==> src/rtl/mac_sequencer.sv <==
// Sequencer for one lane of the SIMD fixed-point multiply unit: MAC reduce, elementwise MUL and conditional MUL.
// Optional MAC_BIAS_EN adds cmd_bias, which seeds the accumulator at command accept.
module mac_sequencer #(
    parameter int BIT_WIDTH     = 32,
    parameter int OPCODE_BITS   = 4,
    parameter int FUNCTION_BITS = 4,
    parameter int LEN_BITS      = 16
) (
    input  logic                     clk,
    input  logic                     reset_n,
    input  logic                     cmd_valid,
    output logic                     cmd_ready,
    input  logic [1:0]               cmd_mode,
    input  logic [LEN_BITS-1:0]      cmd_len,
    input  logic [7:0]               cmd_dest_int_bits,
    input  logic [7:0]               cmd_src1_int_bits,
    input  logic [7:0]               cmd_src2_int_bits,
`ifdef MAC_BIAS_EN
    input  logic [BIT_WIDTH-1:0]     cmd_bias,
`endif
    input  logic                     op_valid,
    output logic                     op_ready,
    input  logic [BIT_WIDTH-1:0]     op_a,
    input  logic [BIT_WIDTH-1:0]     op_b,
    output logic [OPCODE_BITS-1:0]   mu_opcode,
    output logic [FUNCTION_BITS-1:0] mu_fn,
    output logic [BIT_WIDTH-1:0]     mu_data_in0,
    output logic [BIT_WIDTH-1:0]     mu_data_in1,
    output logic [BIT_WIDTH-1:0]     mu_data_acc,
    output logic [7:0]               mu_dest_int_bits,
    output logic [7:0]               mu_src1_int_bits,
    output logic [7:0]               mu_src2_int_bits,
    input  logic [BIT_WIDTH-1:0]     mu_data_out,
    output logic                     res_valid,
    input  logic                     res_ready,
    output logic [BIT_WIDTH-1:0]     res_data,
    output logic                     res_last,
    output logic                     busy,
    output logic [1:0]               dbg_state
);

    typedef enum logic [1:0] {IDLE = 2'd0, RUN = 2'd1, OUT = 2'd2} state_t;
    localparam logic [1:0] MODE_MAC  = 2'd0;
    localparam logic [1:0] MODE_MUL  = 2'd1;
    localparam logic [1:0] MODE_COND = 2'd2;

    state_t               state, state_next;
    logic [1:0]           mode;
    logic [LEN_BITS-1:0]  count;
    logic [BIT_WIDTH-1:0] acc;
    logic [BIT_WIDTH-1:0] acc_init;
    logic                 out_pending;
    logic                 cmd_fire, op_fire, last_op, res_free, is_mac;

`ifdef MAC_BIAS_EN
    assign acc_init = cmd_bias;
`else
    assign acc_init = '0;
`endif

    assign cmd_fire    = cmd_valid && cmd_ready;
    assign op_fire     = op_valid && op_ready;
    assign last_op     = (count == LEN_BITS'(1));
    assign res_free    = !res_valid || res_ready;
    assign is_mac      = (mode == MODE_MAC);
    assign mu_data_in0 = op_a;
    assign mu_data_in1 = op_b;
    assign mu_data_acc = acc;
    assign busy        = (state != IDLE) || res_valid;
    assign dbg_state   = state;

    // Valid/ready: a transfer happens on a rising edge where both valid and ready are high;
    // a producer holds its payload stable while valid is high and ready is low.
    always_comb begin
        state_next = state;
        cmd_ready  = 1'b0;
        op_ready   = 1'b0;
        mu_opcode  = '0;
        mu_fn      = '0;
        case (state)
            IDLE: begin
                cmd_ready = 1'b1;
                if (cmd_valid) begin
                    if (cmd_len != '0)
                        state_next = RUN;
                    else if (cmd_mode == MODE_MAC)
                        state_next = OUT;
                end
            end
            RUN: begin
                // The final MAC pair needs a free result register so its sum lands there directly.
                op_ready = is_mac ? (!last_op || res_free) : res_free;
                if (op_fire && last_op)
                    state_next = is_mac ? OUT : IDLE;
            end
            OUT: begin
                if (!out_pending && res_valid && res_ready)
                    state_next = IDLE;
            end
            default: state_next = IDLE;
        endcase
        if (state != IDLE) begin
            case (mode)
                MODE_MAC:  begin mu_opcode = OPCODE_BITS'(0); mu_fn = FUNCTION_BITS'(3); end
                MODE_COND: begin mu_opcode = OPCODE_BITS'(1); mu_fn = FUNCTION_BITS'(1); end
                default:   begin mu_opcode = OPCODE_BITS'(0); mu_fn = FUNCTION_BITS'(2); end
            endcase
        end
    end

    always_ff @(posedge clk or negedge reset_n) begin
        if (!reset_n) begin
            state            <= IDLE;
            mode             <= MODE_MAC;
            count            <= '0;
            acc              <= '0;
            out_pending      <= 1'b0;
            mu_dest_int_bits <= '0;
            mu_src1_int_bits <= '0;
            mu_src2_int_bits <= '0;
            res_valid        <= 1'b0;
            res_data         <= '0;
            res_last         <= 1'b0;
        end else begin
            state <= state_next;
            if (res_valid && res_ready)
                res_valid <= 1'b0;
            case (state)
                IDLE: begin
                    if (cmd_fire) begin
                        mode             <= (cmd_mode == 2'd3) ? MODE_MUL : cmd_mode;
                        count            <= cmd_len;
                        acc              <= acc_init;
                        mu_dest_int_bits <= cmd_dest_int_bits;
                        mu_src1_int_bits <= cmd_src1_int_bits;
                        mu_src2_int_bits <= cmd_src2_int_bits;
                        if (cmd_len == '0 && cmd_mode == MODE_MAC) begin
                            // An empty reduction may find an elementwise result still pending.
                            if (res_free) begin
                                res_valid   <= 1'b1;
                                res_data    <= acc_init;
                                res_last    <= 1'b1;
                                out_pending <= 1'b0;
                            end else begin
                                out_pending <= 1'b1;
                            end
                        end
                    end
                end
                RUN: begin
                    if (op_fire) begin
                        count     <= count - LEN_BITS'(1);
                        if (is_mac) begin
                            acc <= mu_data_out;
                            if (last_op) begin
                                res_valid   <= 1'b1;
                                res_data    <= mu_data_out;
                                res_last    <= 1'b1;
                                out_pending <= 1'b0;
                            end
                        end else begin
                            res_valid <= 1'b1;
                            res_data  <= mu_data_out;
                            res_last  <= last_op;
                        end
                    end
                end
                OUT: begin
                    if (out_pending) begin
                        if (res_free) begin
                            res_valid   <= 1'b1;
                            res_data    <= acc;
                            res_last    <= 1'b1;
                            out_pending <= 1'b0;
                        end
                    end else if (res_valid && res_ready) begin
                        acc <= '0;
                    end
                end
                default: ;
            endcase
        end
    end

endmodule

==> config.mk <==
export PLATFORM = sky130hd
export DESIGN_NAME = mac_sequencer
export DESIGN_NICKNAME = d
export VERILOG_FILES = /design/src/rtl/mac_sequencer.sv
export SDC_FILE = /design/constraint.sdc
export NUM_CORES = 1
export LEC_CHECK = 0
export ABC_AREA = 0
export CELL_PAD_IN_SITES_DETAIL_PLACEMENT = 0
export CELL_PAD_IN_SITES_GLOBAL_PLACEMENT = 1
export CORE_MARGIN = 3
export CORE_UTILIZATION = 33
export CTS_CLUSTER_DIAMETER = 150
export CTS_CLUSTER_SIZE = 40
export DETAILED_ROUTE_END_ITERATION = 8
export PLACE_DENSITY = 0.95
export SYNTH_ARGS = -nofsm -noshare
export SYNTH_HDL_FRONTEND = slang
export SYNTH_SLANG_ARGS = --single-unit
export TNS_END_PERCENT = 30
==> constraint.sdc <==
create_clock -name clk -period 7.2 [get_ports clk]
set_clock_uncertainty 0.15 [all_clocks]
set_input_delay 0.72 -clock clk [delete_from_list [all_inputs] [get_ports clk]]
set_output_delay 0.72 -clock clk [all_outputs]
set_load 0.01 [all_outputs]
==> results of run 1 <==
==> cells by family after synthesis <==
logic type,count (synthesis),synth area share
flip-flops,111,0.430
multiplexers,92,0.174
buffers and inverters,129,0.122
adder cells (fa/ha/maj),6,0.0116
other,1,0.000580
AND/OR/NAND/NOR,170,0.151
AO/OA/AOI/OAI,108,0.111
==> cell usage in the layout (no fill, tap or decap), types with 4 or more instances in the layout <==
master / count
a211oi_1: 4
a21boi_0: 16
a21oi_1: 34
and2_1: 20
and2b_2: 13
buf_4: 8
clkbuf_16: 9
clkdlybuf4s50_1: 175
conb_1: 5
dfrtp_1: 111
ha_1: 5
inv_1: 28
mux2_1: 6
mux2_2: 38
mux2_4: 30
mux2i_1: 18
nand2_1: 50
nand3_1: 7
nor2_1: 21
nor2b_1: 6
nor3_1: 14
nor4_1: 8
o21ai_0: 14
o22ai_1: 5
==> registers in the layout, indices dropped and copies added, names as in the netlist <==
name,count
count,16
dbg_state,2
mode,2
mu_data_acc,32
mu_dest_int_bits,8
mu_src1_int_bits,8
mu_src2_int_bits,8
out_pending,1
res_data,32
res_last,1
res_valid,1
==> where the power goes <==
group	switching, mW	leakage, nW	internal, mW
sequential	0.235	1.42	0.914
combinational	1.00	1.85	1.10
clock	0.245	0.143	0.274
==> per-stage QoR <==
step	setup WS [ns]	cell area [µm²]
2_1_floorplan	4.53	6480
3_5_place_dp	3.19	7950
4_1_cts	3.26	8250
3_3_place_gp	3.23	7950
6_report	3.32	8250
5_1_grt	3.11	8250
==> worst reg2reg max path: stages, from the launching register on <==
cell	delay, ns
dfrtp_1	0.44
inv_1	0.10
ha_2	0.59
buf_4	0.46
mux2_2	0.30
o211ai_1	0.12
a21oi_1	1.00
a31oi_1	0.21
a41o_1	0.26
==> metal layers <==
layer	vias up	share of wire	wire length, µm
met5	-	0	0
met3	23	0.077	1320
met2	222	0.48	8120
met1	2421	0.43	7420
li1	2281	-	-
met4	0	0.012	210
==> final cells by class <==
cell class	count	area, µm²	area share
Timing Repair Buffer	183	1810	0.220
Multi-Input combinational cell	381	2930	0.355
Sequential cell	111	2780	0.337
Clock buffer	9	225	0.0273
Tap cell	260	325	0.0394
Clock inverter	7	76.3	0.00925
Inverter	28	105	0.0127
==> worst min path at each step <==
stage	from	to	slack (ns)	cells after the start
2_1_floorplan	reset_n	count[0]	0.27	0
3_3_place_gp	mu_dest_int_bits[2]	mu_dest_int_bits[2]	0.34	1
3_5_place_dp	mu_src2_int_bits[1]	mu_src2_int_bits[1]	0.34	1
4_1_cts	reset_n	res_data[20]	0.27	1
5_1_grt	reset_n	res_data[20]	0.30	1
6_report	reset_n	mu_data_acc[17]	0.25	1
==> summary.md, run 1 <==
| Metric | Value |
|---|---|
| All-layer global routing usage | `0.158` |
| Post-CTS sizing | `0` |
| Worst Path Buf+Inv | `4` |
| Main synth FF type | `dfrtp_1` |
| Unique cell type count in the Yosys netlist | `69` |
| GPL Wtd Cong | `0.847` |
| Number of global-route vias before repair | `~5.1k` |
| Max incr delay on CP | `0.59 ns` |
| Crit Path Max Fanout | `35` |
| Initial Utilization | `0.341` |
| # Post-CTS Setup Buffers | `0` |
| Part of the Yosys area used for sequential elements | `0.430` |
| Die Width | `146 µm` |
| Die area | `21,300 µm²` |
| Highest Clock Rate | `258 MHz` |
| I/O Buffers | `176` |
| Critical Path Start Type | `flip-flop` |
| Status | `complete, no violations` |
| FF-to-FF setup slack | `3.46 ns` |
| Dpl cells | `963` |
| Final Non-Filler Cells | `979` |
| Worst Path Required | `around 6.3 ns` |
| Detailed placer's ending HPWL | `12.1 mm` |
| TNS Setup | `0 ns` |
| Row count | `50` |
| Fin. max-slew vios | `0` |
| Largest net degree at the start of global routing | `58` |
| Slew @ Worst Pin | `1.28 ns` |
| Async set-reset flop share out of synthesis | `1.00` |
| Avg Inst Size Synth | `10.5 µm²` |
| Clock transition at path regs | `0.08 ns` |
| Initial antenna violation count | `0` |
| Post-route ant nets | `0` |
| Top-area cell type share of the netlist area | `0.430` |
| Remaining Overflow, GRT | `0` |
| Met2 Use GR | `0.263` |
| Final Hold Vio Count | `0` |
| Top cells by area, synth | `dfrtp_1, buf_4, mux2_4` |
| TritonCTS Sinks | `111` |
| Area grow syn2layout | `27.7%` |
| GR Util met3 | `0.0467` |
| EDFF count, synth | `0` |
| Crit path capture | `op_ready` |
| Power, Total | `3.78 mW` |
| Final Hold Slack | `0.254 ns` |
| Drt first pass iters | `4` |
| Synthesized area | `roughly 6500 µm²` |
| CP arrival | `3.01 ns` |
| TritonCTS clock tree | `yes` |
| Critical setup path kind | `reg2out` |
| Hold buffer count at CTS | `0` |
| Fin crit period | `3.88 ns` |
| Fillers | `about 1.8k` |
| Slew margin rel. | `0.145` |
| Final setup viols | `0` |
| Cell chain of the critical path | `inv_1, ha_2, buf_4, inv_1, nor2_1, clkdlybuf4s50_1` |
| Maxcap violations | `0` |
| Core area | `19,000 µm²` |
| TritonCTS Buffers | `9` |
| CTS H-tree lvls | `3` |
| Routed len/inst | `17.4 µm` |
| Ant. Diodes | `0` |
| Share of cells above drive strength 1 | `0.167` |
| Leak | `3.41 nW` |
| CP endpoint kind | `output pin` |
| Via Count | `4,947` |
| Most numerous cell in the Yosys netlist | `dfrtp_1` |
| Crit path depth | `6` |
| Cell repeated most along the worst path | `inv_1` |
| WL final | `17.1 mm` |
| Met1 usage | `0.199` |
| Critical path's slowest cell | `ha_2` |
| Root Buffer | `clkbuf_16` |
| Die H | `between 100 and 150 µm` |
| Reg2Reg Depth | `8` |
| Final nets | `863` |
| Count of state elements after synthesis | `111` |
| Yosys warnings | `0` |
| Clock insertion delay at the later pin of the skew report | `approximately 0.36 ns` |
| GRT busiest layer | `met2` |
| Synth area leader | `dfrtp_1` |
| Worst ir drop on vdd | `192 µV` |
| Via density | `5.05` |
| RSZ-0062 raised after global routing | `no` |
| I/O Pins | `310` |
| Worst min-delay path class | `in2async` |
| Crit path launch | `dbg_state[1]` |
| Final core occ | `0.435` |
| Post-synth top cells | `dfrtp_1, buf_4, nand2_1` |
| R2r endpoint | `count[10]` |
| Pwr Density | `458 nW/µm²` |
| Initial DRC count | `255` |
| Crit share post-route | `0.538` |
| Synthesized instance count | `617` |
| First-pass GRT wire length | `27.5 mm` |
| Worst r2r src | `dbg_state[1]` |
| Top cell family by delay on the critical path | `buffers and inverters` |
| CTS max path bufs | `2` |
| # DRC | `0` |
No activity file was read; power rests on OpenSTA's default activity.
==> run 2, diff against run 1 <==
CORE_UTILIZATION = 28   (was 33)
PLACE_DENSITY = 0.91   (was 0.95)
clock period = 3.1 ns   (was 7.2 ns; I/O delays follow)
==> summary.md, run 2 (synthesis results as in run 1) <==
| Metric | Value |
|---|---|
| Ant. Diodes | `0 (unchanged)` |
| WL final | `17.5 mm (+2.6%)` |
| Internal power | `5.50 mW (+140%)` |
| Leak | `3.53 nW (+3.5%)` |
| Die area | `24,900 µm² (+17%)` |
| TritonCTS Sinks | `111 (unchanged)` |
| Slew @ Worst Pin | `0.909 ns (-0.374 ns)` |
| Worst ir drop on vdd | `413 µV (+110%)` |
| Crit path launch | `count[1]` |
| Via density | `4.92 (-2.7%)` |
| Drt first pass iters | `5 (+1)` |
| Final core occ | `0.382 (-0.0538)` |
| Die Width | `158 µm (+8.2%)` |
| Post-route ant nets | `0 (unchanged)` |
| Initial Utilization | `0.291 (-0.0502)` |
| Root Buffer | `clkbuf_16` |
| TNS Setup | `0 ns (unchanged)` |
| I/O Pins | `310 (unchanged)` |
| All-layer global routing usage | `0.140 (-0.0185)` |
| CP endpoint kind | `output pin` |
| Routed len/inst | `17.2 µm (-1.4%)` |
| Crit Path Max Fanout | `5 (-86%)` |
| Final Non-Filler Cells | `1,019 (+4.1%)` |
| Detailed placer's ending HPWL | `12.8 mm (+5.8%)` |
| Remaining Overflow, GRT | `0 (unchanged)` |
| Most common cell after layout, fill and taps aside | `clkdlybuf4s50_1` |
| Fin. max-slew vios | `0 (unchanged)` |
| Share of cells above drive strength 1 | `0.189 (+0.0225)` |
| Critical Path Start Type | `flip-flop` |
| Worst Path Required | `2.64 ns (-3.69 ns)` |
| First-pass GRT wire length | `27.5 mm (unchanged)` |
| Core area | `22,200 µm² (+17%)` |
| Final Cell Area | `8480 µm² (+2.8%)` |
| Combinational power share | `0.566 (+0.008)` |
| TritonCTS clock tree | `yes` |
| Fin crit period | `2.95 ns` |
| Largest net degree at the start of global routing | `38 (-34%)` |
| Worst r2r src | `count[1]` |
| # Post-CTS Setup Buffers | `0 (unchanged)` |
| Pwr Density | `1060 nW/µm² (+130%)` |
| Switch share | `0.387 (-0.00566)` |
| GRT busiest layer | `met2` |
| Initial antenna violation count | `0 (unchanged)` |
| Via Count | `5,010 (+1.3%)` |
| Status | `complete, no violations` |
| Initial DRC count | `302 (+18%)` |
| Psw | `3.48 mW (+130%)` |
| Cell chain of the critical path | `inv_1, ha_1, or4b_1, nor3_2, a21o_1, nor2_1, clkdlybuf4s50_1` |
| Sequential power share | `0.297 (-0.007)` |
| GR Util met3 | `0.0273 (-0.0194)` |
| Die H | `158 µm (+8.2%)` |
| Maxcap violations | `0 (unchanged)` |
| Final setup viols | `0 (unchanged)` |
| # DRC | `0 (unchanged)` |
| Dpl cells | `1,003 (+4.2%)` |
| Seq. cell area | `2780 µm² (unchanged)` |
| Post-Place Worst Slack | `0.196 ns (-3.00 ns)` |
| Fillers | `2,212 (+23%)` |
| Clock insertion delay at the later pin of the skew report | `0.35 ns (about the same)` |
| CTS H-tree lvls | `3 (unchanged)` |
| Reg2Reg Depth | `8 (unchanged)` |
| Multi-input logic area | `2940 µm² (+0.17%)` |
| I/O Buffers | `176 (unchanged)` |
| TritonCTS Buffers | `9 (unchanged)` |
| RSZ-0062 raised after global routing | `no` |
| Crit share post-route | `0.951` |
| Dpl cell area | `8160 µm² (+2.7%)` |
| Final Hold Vio Count | `0 (unchanged)` |
| Final nets | `884 (+2.4%)` |
| CTS max path bufs | `2 (unchanged)` |
| Met1 usage | `0.179 (-0.0200)` |
| Worst min-delay path class | `in2async` |
| Row count | `54 (+8.0%)` |
| Area grow syn2layout | `31.2%` |
| Number of global-route vias before repair | `5,045 (-1.0%)` |
| Critical setup path kind | `reg2out` |
| Highest Clock Rate | `339 MHz` |
| Slew margin rel. | `0.394 (+0.249)` |
| Clock transition at path regs | `0.08 ns (about the same)` |
| Commonest cells after routing, fill and taps aside | `clkdlybuf4s50_1, dfrtp_1, nand2_1` |
| Critical path's slowest cell | `or4b_1` |
| Max incr delay on CP | `0.50 ns (-0.09 ns)` |
| Setup WS post-layout | `0.151 ns (-3.17 ns)` |
| Clock network fraction of total power | `0.137 (about the same)` |
| CP arrival | `2.49 ns (-0.52 ns)` |
| GPL Wtd Cong | `0.836 (-1.3%)` |
| Met2 Use GR | `0.238 (-0.0247)` |
## run 2: cell count changes in the layout (fill, tap and decap cells not counted)
cell	before	now
buf_12	0	3
nor3_1	14	13
clkinv_2	1	0
clkinvlp_4	2	1
clkbuf_8	0	1
nor3_2	0	1
dlygate4sd3_1	0	1
buf_4	8	25
## run 2: power groups by stage
| stage | Combinational [mW] | Sequential (mW) | Clock [mW] |
|---|---|---|---|
| 2_1_floorplan | 2.77 | 2.84 | 0 |
| 3_3_place_gp | 5.07 | 2.66 | 0 |
| 3_5_place_dp | 5.14 | 2.69 | 0 |
| 4_1_cts | 5.16 | 2.67 | 1.28 |
| 5_1_grt | 5.50 | 2.76 | 1.33 |
| 6_report | 5.08 | 2.67 | 1.23 |
## run 2: through the flow
stage | total power [mW] | hold WS [ns]
after floorplan | 5.62 | -0.136
after global placement | 7.73 | 0.128
after detailed placement | 7.83 | 0.120
after CTS | 9.11 | 0.278
after global routing | 9.59 | 0.316
final | 8.97 | 0.286
## run 2: timing repair
action                     CTS  global route
hold endpoints to repair    26             0
gates resized for setup      0             1
hold buffers                 1             0
setup endpoints to repair    0             1
## run 2: worst paths after layout
check / end / slack, ns
max: op_ready / 0.15
min: res_data[0] / 0.29
max reg2reg: mu_data_acc[0] / 0.32
min reg2reg: mu_src1_int_bits[3] / 0.36
max in group asynchronous: mu_data_acc[31] / 1.78
min in group clk: mu_src1_int_bits[3] / 0.36
## run 2: layout make-up
class / count / area share
Inverter: 28 / 0.0124
Clock inverter: 5 / 0.00752
Multi-Input combinational cell: 381 / 0.346
Tap cell: 280 / 0.0413
Sequential cell: 111 / 0.328
Timing Repair Buffer: 204 / 0.237
Clock buffer: 10 / 0.0282
## run 2: metal layers
metal	vias up	part of all wire
met2	186	0.49
met3	18	0.060
met4	0	0.013
met5	-	0
li1	2317	-
met1	2489	0.44
## run 2: critical path: cells and delay by family, from the launching register on
| family | cells | cell delay [ns] |
|---|---|---|
| AND/OR/NAND/NOR | 3 | 0.73 |
| adder cells (fa/ha/maj) | 1 | 0.18 |
| buffers and inverters | 2 | 0.62 |
| flip-flops | 1 | 0.45 |
| AO/OA/AOI/OAI | 1 | 0.16 |
==> run 3, diff against run 2 <==
--- a/config.mk
+++ b/config.mk
@@ -15,4 +15,5 @@
 export DETAILED_ROUTE_END_ITERATION = 8
 export PLACE_DENSITY = 0.91
+export SLEW_MARGIN = 5
 export SYNTH_ARGS = -nofsm -noshare
 export SYNTH_HDL_FRONTEND = slang
--- a/constraint.sdc
+++ b/constraint.sdc
@@ -3,3 +3,3 @@
 set_input_delay 0.31 -clock clk [delete_from_list [all_inputs] [get_ports clk]]
 set_output_delay 0.31 -clock clk [all_outputs]
-set_load 0.01 [all_outputs]
+set_load 0.02 [all_outputs]
==> summary.md, run 3 (synthesis results as in run 1) <==
| Metric | Value |
|---|---|
| Worst r2r src | `dbg_state[1]` |
| Psw | `3.94 mW (+13%)` |
| WL final | `17.3 mm (-1.2%)` |
| CP endpoint kind | `output pin` |
| Crit path launch | `dbg_state[0]` |
| First-pass GRT wire length | `27.1 mm (-1.5%)` |
| Core area | `22,200 µm² (unchanged)` |
| Leak | `3.52 nW (-0.39%)` |
| Die area | `24,900 µm² (unchanged)` |
| Initial antenna violation count | `0 (unchanged)` |
| Fin. max-slew vios | `0 (unchanged)` |
| Share of cells above drive strength 1 | `0.185 (-0.00466)` |
| Commonest cells after routing, fill and taps aside | `clkdlybuf4s50_1, dfrtp_1, nand2_1` |
| Remaining Overflow, GRT | `0 (unchanged)` |
| Fillers | `2,152 (-2.7%)` |
| Row count | `54 (unchanged)` |
| Slew @ Worst Pin | `0.544 ns (-0.366 ns)` |
| Maxcap violations | `0 (unchanged)` |
| Pwr Density | `1110 nW/µm² (+4.7%)` |
| Slew margin rel. | `0.634 (+0.240)` |
| Final nets | `880 (-0.45%)` |
| FF-to-FF setup slack | `0.42 ns (+0.10 ns)` |
| Final Hold Vio Count | `0 (unchanged)` |
| Clock network fraction of total power | `0.125 (-0.012)` |
| Post-route ant nets | `0 (unchanged)` |
| Drt first pass iters | `4 (-1)` |
| Ant. Diodes | `0 (unchanged)` |
| Die Width | `158 µm (unchanged)` |
| Area grow syn2layout | `30.6%` |
| Detailed placer's ending HPWL | `12.4 mm (-2.7%)` |
| RSZ-0062 raised after global routing | `no` |
| Initial Utilization | `0.291 (unchanged)` |
| Routed len/inst | `17.0 µm (-0.91%)` |
| GPL Wtd Cong | `0.858 (+2.6%)` |
| TritonCTS Sinks | `111 (unchanged)` |
| Critical setup path kind | `reg2out` |
| Number of global-route vias before repair | `5,106 (+1.2%)` |
| Status | `complete, no violations` |
| Initial DRC count | `175 (-42%)` |
| Highest Clock Rate | `367 MHz (+8.4%)` |
| Via Count | `4,868 (-2.8%)` |
| CTS H-tree lvls | `3 (unchanged)` |
| # Post-CTS Setup Buffers | `0 (unchanged)` |
| Combinational power share | `0.590 (+0.024)` |
| # DRC | `0 (unchanged)` |
| Most common cell after layout, fill and taps aside | `clkdlybuf4s50_1` |
| CTS max path bufs | `2 (unchanged)` |
| Internal power | `5.41 mW (-1.6%)` |
| Sequential power share | `0.285 (-0.012)` |
| Reg2Reg Depth | `7 (-1)` |
| Crit path capture | `mu_opcode[0]` |
| Switch share | `0.421 (+0.0338)` |
| Via density | `4.79 (-2.5%)` |
| Final Hold Slack | `0.213 ns (-0.0728 ns)` |
| Worst ir drop on vdd | `476 µV (+15%)` |
| Crit Path Max Fanout | `10 (+5)` |
| All-layer global routing usage | `0.137 (-0.00311)` |
| R2r endpoint | `res_data[2]` |
| TritonCTS clock tree | `yes` |
| Die H | `158 µm (unchanged)` |
| TNS Setup | `0 ns (unchanged)` |
| Clock insertion delay at the later pin of the skew report | `0.35 ns (about the same)` |
| Final Non-Filler Cells | `1,016 (-0.29%)` |
| I/O Pins | `310 (unchanged)` |
| CP arrival | `2.26 ns (-0.23 ns)` |
| Crit share post-route | `0.878 (-0.0734)` |
| Root Buffer | `clkbuf_16` |
| Fin crit period | `2.72 ns (-0.228 ns)` |
| TritonCTS Buffers | `9 (unchanged)` |
| Clock transition at path regs | `0.08 ns (about the same)` |
| Dpl cells | `999 (-0.40%)` |
| Worst min-delay path class | `in2async` |
| I/O Buffers | `176 (unchanged)` |
| Largest net degree at the start of global routing | `39 (+2.6%)` |
| Worst Path Required | `2.64 ns (about the same)` |
| Final setup viols | `0 (unchanged)` |
| Critical Path Start Type | `flip-flop` |
run 3: metal layers:
layer	GRT usage	wire length [µm]	vias up
met5	0	0	-
met4	0.0413	265	0
met3	0.0303	936	19
met2	0.242	8630	162
met1	0.166	7470	2378
li1	-	-	2309
run 3: repair_timing:
item / 4_1_cts / 5_1_grt
hold buffers: 1 / 0
hold endpoints to repair: 52 / 0
endpoints found under the setup margin: 0 / 1
gates resized for setup: 0 / 1
run 3: layout make-up:
class                      count  area, µm²  share of cell area
clock buffer                  11        253              0.0299
clock inverter                 5       41.3             0.00489
inverter                      28        105              0.0125
multi-input combinational    381       2930               0.347
sequential                   111       2780               0.329
tap                          280        350              0.0415
timing repair buffer         200       1980               0.235
run 3: power by group through the flow:
stage	clock network [mW]	logic [mW]	registers, mW
floorplan	0	2.85	3.27
global placement	0	5.50	2.67
detailed placement	0	5.59	2.69
CTS	1.22	5.60	2.67
global route	1.27	5.93	2.77
finish	1.16	5.52	2.67
run 3: worst max-delay path, stage by stage (launching register included):
cell             delay [ns]
dfrtp_1                0.47
inv_1                  0.10
ha_1                   0.27
buf_4                  0.19
nor2_1                 0.13
and2_1                 0.13
clkdlybuf4s50_1        0.60
run 3: how the worst min path moves through the flow:
stage                            to  slack, ns  cells after the start     from
global placement    mu_data_acc[18]       0.05                      1  reset_n
finish                 res_data[19]       0.21                      2  reset_n
floorplan                  count[0]      -0.14                      0  reset_n
global route           res_data[19]       0.21                      2  reset_n
detailed placement     res_data[19]       0.05                      1  reset_n
CTS                    res_data[19]       0.21                      2  reset_n
run 3: per-stage QoR:
stage | power (mW) | cell area (µm²) | utilization | setup WS [ns]
final | 9.35 | 8440 | 0.380 | 0.379
after global routing | 9.97 | 8440 | 0.380 | 0.218
after detailed placement | 8.28 | 8130 | 0.366 | 0.258
after global placement | 8.17 | 8130 | 0.366 | 0.286
after CTS | 9.49 | 8440 | 0.380 | 0.0549
after floorplan | 6.12 | 6480 | - | 0.292
